## src/rtl/dmem_arb_pkg.sv

```systemverilog
// Shared definitions for the data-memory port arbiter: owner encoding, dmem
// size selects and the packed memory command carried through the port mux.
package dmem_arb_pkg;

    typedef enum logic {
        S_CPU = 1'b0,
        S_DMA = 1'b1
    } owner_e;

    localparam logic [1:0] CS_WORD = 2'b00;
    localparam logic [1:0] CS_HALF = 2'b01;
    localparam logic [1:0] CS_BYTE = 2'b10;

    typedef struct packed {
        logic        ena;
        logic        wena;
        logic [1:0]  w_cs;
        logic [1:0]  r_cs;
        logic [31:0] addr;
        logic [31:0] wdata;
    } dmem_cmd_t;

    localparam int CMD_W = $bits(dmem_cmd_t);

    // A master that is not granted presents an idle command (no enable, no write).
    function automatic dmem_cmd_t make_cmd(input logic        gnt,
                                           input logic        we,
                                           input logic [1:0]  w_cs,
                                           input logic [1:0]  r_cs,
                                           input logic [31:0] addr,
                                           input logic [31:0] wdata);
        dmem_cmd_t cmd;
        cmd.ena   = gnt;
        cmd.wena  = gnt & we;
        cmd.w_cs  = w_cs;
        cmd.r_cs  = r_cs;
        cmd.addr  = addr;
        cmd.wdata = wdata;
        return cmd;
    endfunction

endpackage

```

## src/rtl/dmem_arb_cmd_mux.sv

```systemverilog
// 2:1 selector placing the granted master's command on the dmem port.
module dmem_arb_cmd_mux
    import dmem_arb_pkg::*;
(
    input  logic             sel_dma,
    input  logic [CMD_W-1:0] cpu_cmd,
    input  logic [CMD_W-1:0] dma_cmd,
    output logic [CMD_W-1:0] mem_cmd
);

    // Port command selection.
    always_comb begin
        mem_cmd = cpu_cmd;
        if (sel_dma) begin
            mem_cmd = dma_cmd;
        end else begin
            mem_cmd = cpu_cmd;
        end
    end

endmodule

```

## src/rtl/dmem_port_arbiter.sv

```systemverilog
// Arbitrates the single dmem port between the CPU MEM stage and a DMA master.
// Optional build macro DMEM_ARB_STATS_EN adds DMA-grant / CPU-stall counters.
module dmem_port_arbiter
    import dmem_arb_pkg::*;
#(
    parameter int STARVE_LIMIT = 4,
    parameter int LOCK_MAX     = 8
) (
    input  logic        clk,
    input  logic        rst_n,
    input  logic        cpu_req,
    input  logic        cpu_we,
    input  logic [1:0]  cpu_w_cs,
    input  logic [1:0]  cpu_r_cs,
    input  logic [31:0] cpu_addr,
    input  logic [31:0] cpu_wdata,
    output logic [31:0] cpu_rdata,
    output logic        cpu_stall,
    input  logic        dma_req,
    input  logic        dma_lock,
    input  logic        dma_we,
    input  logic [1:0]  dma_w_cs,
    input  logic [1:0]  dma_r_cs,
    input  logic [31:0] dma_addr,
    input  logic [31:0] dma_wdata,
    output logic        dma_gnt,
    output logic [31:0] dma_rdata,
    output logic        dma_rvalid,
    output logic        mem_ena,
    output logic        mem_wena,
    output logic [1:0]  mem_w_cs,
    output logic [1:0]  mem_r_cs,
    output logic [31:0] mem_addr,
    output logic [31:0] mem_wdata,
    input  logic [31:0] mem_rdata
`ifdef DMEM_ARB_STATS_EN
    ,
    output logic [31:0] stat_dma_grants,
    output logic [31:0] stat_cpu_stalls
`endif
);

    localparam int SW = $clog2(STARVE_LIMIT + 1);
    localparam int LW = $clog2(LOCK_MAX + 1);
    localparam logic [SW-1:0] STARVE_TOP = SW'(STARVE_LIMIT);
    localparam logic [LW-1:0] LOCK_TOP   = LW'(LOCK_MAX);

    owner_e          owner_r;
    owner_e          owner_nxt_s;
    logic [SW-1:0]   starve_cnt_r;
    logic [SW-1:0]   starve_nxt_s;
    logic [LW-1:0]   lock_cnt_r;
    logic [LW-1:0]   lock_nxt_s;
    logic            dma_gnt_s;
    logic            cpu_gnt_s;
    logic            dma_rd_s;
    dmem_cmd_t       cpu_cmd_s;
    dmem_cmd_t       dma_cmd_s;
    dmem_cmd_t       mem_cmd_s;

    // Grant decision and owner next-state.
    always_comb begin
        dma_gnt_s   = 1'b0;
        owner_nxt_s = owner_r;
        case (owner_r)
            S_CPU: begin
                // CPU keeps priority until DMA has been refused STARVE_LIMIT times in a row.
                dma_gnt_s = dma_req & (~cpu_req | (starve_cnt_r == STARVE_TOP));
                if (dma_gnt_s & dma_lock) begin
                    owner_nxt_s = S_DMA;
                end else begin
                    owner_nxt_s = S_CPU;
                end
            end
            S_DMA: begin
                dma_gnt_s = dma_req & (lock_cnt_r < LOCK_TOP);
                if (~dma_req | ~dma_lock | (lock_cnt_r == LOCK_TOP)) begin
                    owner_nxt_s = S_CPU;
                end else begin
                    owner_nxt_s = S_DMA;
                end
            end
            default: begin
                dma_gnt_s   = 1'b0;
                owner_nxt_s = S_CPU;
            end
        endcase
    end

    assign cpu_gnt_s = cpu_req & ~dma_gnt_s;
    assign dma_rd_s  = dma_gnt_s & ~dma_we;

    // Starvation and lock-length counter updates.
    always_comb begin
        starve_nxt_s = {SW{1'b0}};
        lock_nxt_s   = {LW{1'b0}};
        if (dma_req & ~dma_gnt_s) begin
            if (starve_cnt_r == STARVE_TOP) begin
                starve_nxt_s = STARVE_TOP;
            end else begin
                starve_nxt_s = starve_cnt_r + SW'(1);
            end
        end else begin
            starve_nxt_s = {SW{1'b0}};
        end
        // Staying in (or entering) S_DMA always coincides with a DMA grant.
        if (owner_nxt_s == S_DMA) begin
            if (dma_gnt_s) begin
                lock_nxt_s = lock_cnt_r + LW'(1);
            end else begin
                lock_nxt_s = lock_cnt_r;
            end
        end else begin
            lock_nxt_s = {LW{1'b0}};
        end
    end

    // Arbitration state registers.
    always_ff @(posedge clk or negedge rst_n) begin
        if (!rst_n) begin
            owner_r      <= S_CPU;
            starve_cnt_r <= {SW{1'b0}};
            lock_cnt_r   <= {LW{1'b0}};
        end else begin
            owner_r      <= owner_nxt_s;
            starve_cnt_r <= starve_nxt_s;
            lock_cnt_r   <= lock_nxt_s;
        end
    end

    // DMA read return path.
    always_ff @(posedge clk or negedge rst_n) begin
        if (!rst_n) begin
            dma_rvalid <= 1'b0;
            dma_rdata  <= 32'h0000_0000;
        end else begin
            dma_rvalid <= dma_rd_s;
            if (dma_rd_s) begin
                dma_rdata <= mem_rdata;
            end
        end
    end

    assign cpu_cmd_s = make_cmd(cpu_gnt_s, cpu_we, cpu_w_cs, cpu_r_cs, cpu_addr, cpu_wdata);
    assign dma_cmd_s = make_cmd(dma_gnt_s, dma_we, dma_w_cs, dma_r_cs, dma_addr, dma_wdata);

    dmem_arb_cmd_mux u_cmd_mux (
        .sel_dma (dma_gnt_s),
        .cpu_cmd (cpu_cmd_s),
        .dma_cmd (dma_cmd_s),
        .mem_cmd (mem_cmd_s)
    );

    assign mem_ena   = mem_cmd_s.ena;
    assign mem_wena  = mem_cmd_s.wena;
    assign mem_w_cs  = mem_cmd_s.w_cs;
    assign mem_r_cs  = mem_cmd_s.r_cs;
    assign mem_addr  = mem_cmd_s.addr;
    assign mem_wdata = mem_cmd_s.wdata;
    assign cpu_rdata = mem_rdata;
    assign cpu_stall = cpu_req & dma_gnt_s;
    assign dma_gnt   = dma_gnt_s;

`ifdef DMEM_ARB_STATS_EN
    // Free-running wrap-around usage counters.
    always_ff @(posedge clk or negedge rst_n) begin
        if (!rst_n) begin
            stat_dma_grants <= 32'h0000_0000;
            stat_cpu_stalls <= 32'h0000_0000;
        end else begin
            if (dma_gnt_s) begin
                stat_dma_grants <= stat_dma_grants + 32'h0000_0001;
            end
            if (cpu_req & dma_gnt_s) begin
                stat_cpu_stalls <= stat_cpu_stalls + 32'h0000_0001;
            end
        end
    end
`endif

endmodule
```

## config.mk

```make
export PLATFORM = sky130hd
export DESIGN_NAME = dmem_port_arbiter
export DESIGN_NICKNAME = d
export VERILOG_FILES = /design/src/rtl/dmem_arb_pkg.sv /design/src/rtl/dmem_arb_cmd_mux.sv /design/src/rtl/dmem_port_arbiter.sv
export SDC_FILE = /design/constraint.sdc
export NUM_CORES = 1
export LEC_CHECK = 0
export CAP_MARGIN = 20
export CORE_AREA = 4 4 117 119
export CTS_CLUSTER_DIAMETER = 100
export CTS_CLUSTER_SIZE = 14
export DETAILED_ROUTE_END_ITERATION = 16
export DIE_AREA = 0 0 121 123
export MAX_ROUTING_LAYER = met4
export PLACE_DENSITY = 0.71
export SYNTH_ARGS = -nofsm -noshare
export SYNTH_HDL_FRONTEND = slang
export SYNTH_HIERARCHICAL = 1
export SYNTH_SLANG_ARGS = --single-unit
```

## constraint.sdc

```tcl
create_clock -name clk -period 7.17 [get_ports clk]
set_clock_uncertainty 0.2 [all_clocks]
set_input_delay 1.7925 -clock clk [delete_from_list [all_inputs] [get_ports clk]]
set_output_delay 1.7925 -clock clk [all_outputs]
set_load 0.02 [all_outputs]
```

=== Word-level counts from Yosys, hierarchy flattened ===
Cells that the tools add are included.

* Register bits after elaboration: 41
* Bits of input ports: 175
* Output and inout port bits: 137
* Word-level logic and storage cells: 38

* Add/subtract/negate cells: 2
* Magnitude comparators: 1
* Equal/unequal tests: 3
* Muxes and demuxes: 9
* Bitwise gates (word level): 18

{| class="wikitable"
|+ Operators by type and width
! operator !! number
|-
| 70-bit two-way mux || 1
|-
| 1-bit bitwise AND || 9
|-
| 4-bit two-way mux || 2
|-
| 3-bit two-way mux || 2
|-
| 1-bit inverter || 6
|-
| 4-bit by 1-bit adder with 4-bit output (second input constant) || 1
|-
| 4-bit == test (second input constant) || 1
|-
| 4-bit less-than comparator (second input constant) || 1
|-
| 1-bit one-hot mux with 2 select lines || 2
|-
| 3-bit by 1-bit adder with 3-bit output (second input constant) || 1
|-
| 3-bit == test (second input constant) || 1
|-
| 1-bit bitwise OR || 3
|-
| 1-bit two-way mux || 2
|-
| 2-bit by 1-bit != test with 1-bit output (second input constant) || 1
|}

=== Longest topological paths before layout ===
* Word-level depth: 8
* Depth in mapped cells: 8
* Depth with buffers taken out: 7

=== By module ===
The synthesis kept the hierarchy.

{| class="wikitable"
|+ Modules (own cells, without submodules)
! module !! times used !! cells each !! area an instance (um^2) !! sequential area each (um^2)
|-
| dmem_port_arbiter || 1 || 151 || 2064.5 || 1026.0
|-
| dmem_arb_cmd_mux || 1 || 78 || 1202.4 || 0.0
|}

=== Worst setup path after synthesis ===
No wires, ideal clock.

* Path kind: input-to-output
* Start: in cpu_req
* End: out mem_addr[0]
* Data arrival time: 3.129 ns
* Required time: 5.177 ns
* Setup slack: 2.049 ns
* Stages on the path: 6
* Path buffers: 2
* Cells stage by stage: inv_1 o311ai_4 inv_4 buf_6 buf_12 mux2_4

* Cells in the longest elaborated chain, start to end: 5

{| class="wikitable"
|+ RTL lines
! what !! RTL line !! RTL
|-
| from (decl) || dmem_port_arbiter.sv:11 || <nowiki>input logic cpu_req,</nowiki>
|-
| 1-bit inverter || dmem_port_arbiter.sv:68 || <nowiki>dma_gnt_s = dma_req & (~cpu_req | (starve_cnt_r == STARVE_TOP));</nowiki>
|-
| 1-bit bitwise OR || dmem_port_arbiter.sv:68 ||
|-
| 1-bit bitwise AND || dmem_port_arbiter.sv:68 ||
|-
| 1-bit one-hot mux with 2 select lines || dmem_port_arbiter.sv:65 || <nowiki>case (owner_r)</nowiki>
|-
| net dma_gnt || dmem_port_arbiter.sv:26 || <nowiki>output logic dma_gnt,</nowiki>
|-
| 70-bit two-way mux || dmem_arb_cmd_mux.sv:14 || <nowiki>if (sel_dma) begin</nowiki>
|-
| to (decl) || dmem_port_arbiter.sv:33 || <nowiki>output logic [31:0] mem_addr,</nowiki>
|}

The timed path passes the listed nets, and every way through them passes these cells.

=== Final worst setup path ===
* Start: in dma_req
* End: out mem_wdata[16]

* Cells in the longest elaborated chain, start to end: 3
* Elaborated cells between the ends (all ways): 4
* Classes of those cells: 2 x mux; 2 x bitwise

{| class="wikitable"
|+ RTL lines
! what !! RTL line !! RTL
|-
| from (decl) || dmem_port_arbiter.sv:19 || <nowiki>input logic dma_req,</nowiki>
|-
| 1-bit bitwise AND, on equally long branches || dmem_port_arbiter.sv:76, dmem_port_arbiter.sv:68 ||
|-
| 1-bit one-hot mux with 2 select lines * || dmem_port_arbiter.sv:65 ||
|-
| 70-bit two-way mux * || dmem_arb_cmd_mux.sv:14 ||
|-
| to (decl) || dmem_port_arbiter.sv:34 || <nowiki>output logic [31:0] mem_wdata,</nowiki>
|}

Every way passes the cells marked *; elsewhere a longest branch is shown, timed or not.

==> impl_metrics.env <==
export IMPL_syn_nets=408
export IMPL_area_growth_pct=94.4
export IMPL_post_cts_setup_buffers=0
export IMPL_outcome="complete, no violations"
export IMPL_vdd_drop_max_mv=0.164
export IMPL_antennaDiodeCount=0
export IMPL_cpMostUsedCell="clkdlybuf4s50_1"
export IMPL_fin_util_pct=50.5
export IMPL_slowest_delay_ns=0.64
export IMPL_synth_edf_count=0
export IMPL_setup_violations=0
export IMPL_fp_dieArea_um2=14900
export IMPL_hp_class="flip-flop to flip-flop"
export IMPL_num_vias=2865
export IMPL_dp_cells=673
export IMPL_grt_pass1_wl_um=19600
export IMPL_seq_area_um2=1030
export IMPL_clock_sinks=41
export IMPL_holdBufCountCts=0
export IMPL_gr_total_overflow=0
export IMPL_syn_area_um2=3270
export IMPL_placed_area_um2=6210
export IMPL_io_buffers=311
export IMPL_slowest_stage="inv_4"
export IMPL_pin_count=312
export IMPL_antenna_found_initial=0
export IMPL_cts_made_buffers=5
export IMPL_clockBufferDepth=2
export IMPL_clock_latency_ns=0.28
export IMPL_critPathLaunchType="input pin"
export IMPL_drc=0
export IMPL_synth_top_area_share_pct=45.5
export IMPL_synth_most_common_cell="mux2_4"
export IMPL_gp_congestion=0.831
export IMPL_nFillCells=1113
export IMPL_multiInputGateArea_um2=1780
export IMPL_async_flop_share_pct=100
export IMPL_dp_hpwl_um=11500
export IMPL_setup_tns_ns=0
export IMPL_synth_main_ff_cell="dfrtp_1"
export IMPL_min_period_ns=6.39
export IMPL_cp_arrival_ns=4.39
export IMPL_ys_seq_elements=41
export IMPL_rrSetupSlack_ns=4.81
export IMPL_synth_top_area_cell="mux2_4"
export IMPL_grt_setup_unrepaired="false"
export IMPL_cellLeakagePower_nw=2.68
export IMPL_worstSetupPathType="input pin to output port"
export IMPL_p_per_area_nw_per_um2=166
export IMPL_cts_root_buf="clkbuf_16"
export IMPL_finalCritPeriodShare_pct=89.1
export IMPL_cts_tree="yes"
export IMPL_via_per_inst=4.21
export IMPL_yosys_warnings=6
export IMPL_grt_usage_pct=18.0
export IMPL_htree_num_levels=2
export IMPL_dieHeight_um=123
export IMPL_nets=687
export IMPL_hold_violations=0
export IMPL_start_util_pct=26.0
export IMPL_routed_wl_um=13900
export IMPL_dr_pass1_iters=4
export IMPL_p_total_mw=1.06
export IMPL_final_cell_area_um2=6350
export IMPL_maxCapViolCount=0
export IMPL_ant_nets=0
export IMPL_crit_chain="clkdlybuf4s50_1 > o311ai_4 > inv_4 > buf_12 > mux2_4 > clkdlybuf4s50_1"
export IMPL_core_area_um2=12600
export IMPL_fp_dieW_um=121
export IMPL_instances_no_fill=680
export IMPL_cts_clk_slew_worst_paths_ns=0.05
export IMPL_cp_data_required_time_ns=5.18
export IMPL_drive_above_1_share_pct=23.2
export IMPL_final_max_slew_viol_count=0
export IMPL_synth_cell_types=30
export IMPL_drt_initial_drc_count=126
export IMPL_grt_pass1_vias=3240
export IMPL_syn_avg_cell_area_um2=14.3
export IMPL_ys_seq_area_share_pct=31.4
export IMPL_synth_area_top_cells="mux2_4 (45%), dfrtp_1 (31%), buf_4 (7.4%)"
export IMPL_synth_common_cells="mux2_4 (99), dfrtp_1 (41), buf_4 (32), buf_12 (7), inv_1 (7)"
export IMPL_worstMarginPinSlew_ns=0.932
export IMPL_grt_max_degree=52
export IMPL_syn_inst=229
export IMPL_num_rows=41
export IMPL_cts_resized=0
export IMPL_end_kind="output port"
export IMPL_wire_per_inst_um=20.4
export IMPL_max_slew_margin_pct=37.9
export IMPL_clock_fmax_ghz=0.157
export IMPL_path_max_fanout=51
-- area by class of cell --
cell class,count,share of cell area (%)
flip-flops and latches,41,16.2
clock buffers,7,2.25
multi-input cells,137,28.1
inverters,8,0.512
well taps,172,3.39
repair buffers,315,49.6
-- power breakdown --
part / leakage [nW] / switching (mW) / total [mW] / internal (mW)
registers: 0.500 / 0.0229 / 0.294 / 0.271
clock network: 0.0700 / 0.0862 / 0.223 / 0.137
logic: 2.11 / 0.216 / 0.540 / 0.324
-- cells by family after synthesis --
| kind of cell | share of synthesized area [%] |
|---|---|
| xor gates and xnor gates | 0.268 |
| and+or+nand+nor | 3.72 |
| DFF | 31.4 |
| buffers and inverters | 14.0 |
| muxes | 46.5 |
| adders and majority gates | 1.53 |
| AOI/OAI and AO/OA | 2.53 |
-- per-stage QoR --
step / hold WS [ns] / worst slack [ns]
6_report: 0.259 / 0.783
3_5_place_dp: 0.260 / 0.764
2_1_floorplan: 0.230 / 2.05
5_1_grt: 0.306 / 0.663
4_1_cts: 0.268 / 0.761
3_3_place_gp: 0.245 / 0.832
-- registers in the layout, summed over array words and instances, names as in the netlist --
signal,cells
dma_rdata,32
lock_cnt_r,4
starve_cnt_r,3
dma_rvalid,1
owner_r,1
-- critical path, delay by kind of cell --
family / cells / cell delay, ns
buf+inv: 4 / 2.07
mux: 1 / 0.32
compound gates: 1 / 0.15
-- final timing paths --
| path | from | endpoint | depth (start not counted) |
|---|---|---|---|
| max in group asynchronous | rst_n | lock_cnt_r[3] | 1 |
| setup reg to reg | starve_cnt_r[0] | dma_rdata[18] | 8 |
| hold / removal | starve_cnt_r[0] | starve_cnt_r[0] | 1 |
| hold reg to reg | starve_cnt_r[0] | starve_cnt_r[0] | 1 |
| min in group asynchronous | rst_n | dma_rdata[24] | 1 |
| setup / recovery | dma_req | mem_wdata[16] | 6 |
-- routing by layer --
metal	up-vias	track usage (%)	routed length [um]
li1	1327	-	-
met1	1347	20.7	5600
met2	179	29.7	6670
met3	12	6.82	1360
met4	0	4.67	242
met5	-	-	0
-- cells in the final DEF, fill, tap and decap left out, types with 2 or more instances in the layout --
| cell type | synthesis | routed |
|---|---|---|
| and2_1 | 2 | 2 |
| inv_1 | 7 | 7 |
| dfrtp_1 | 41 | 41 |
| clkbuf_16 | 0 | 5 |
| nand3b_1 | 2 | 2 |
| clkdlybuf4s50_1 | 0 | 310 |
| nor2_1 | 5 | 5 |
| buf_4 | 32 | 3 |
| o21ai_0 | 3 | 3 |
| mux2_4 | 99 | 99 |
| nand2_1 | 3 | 3 |
| ha_1 | 4 | 4 |
| mux2_2 | 3 | 3 |
(Power assumes the default switching activity.)
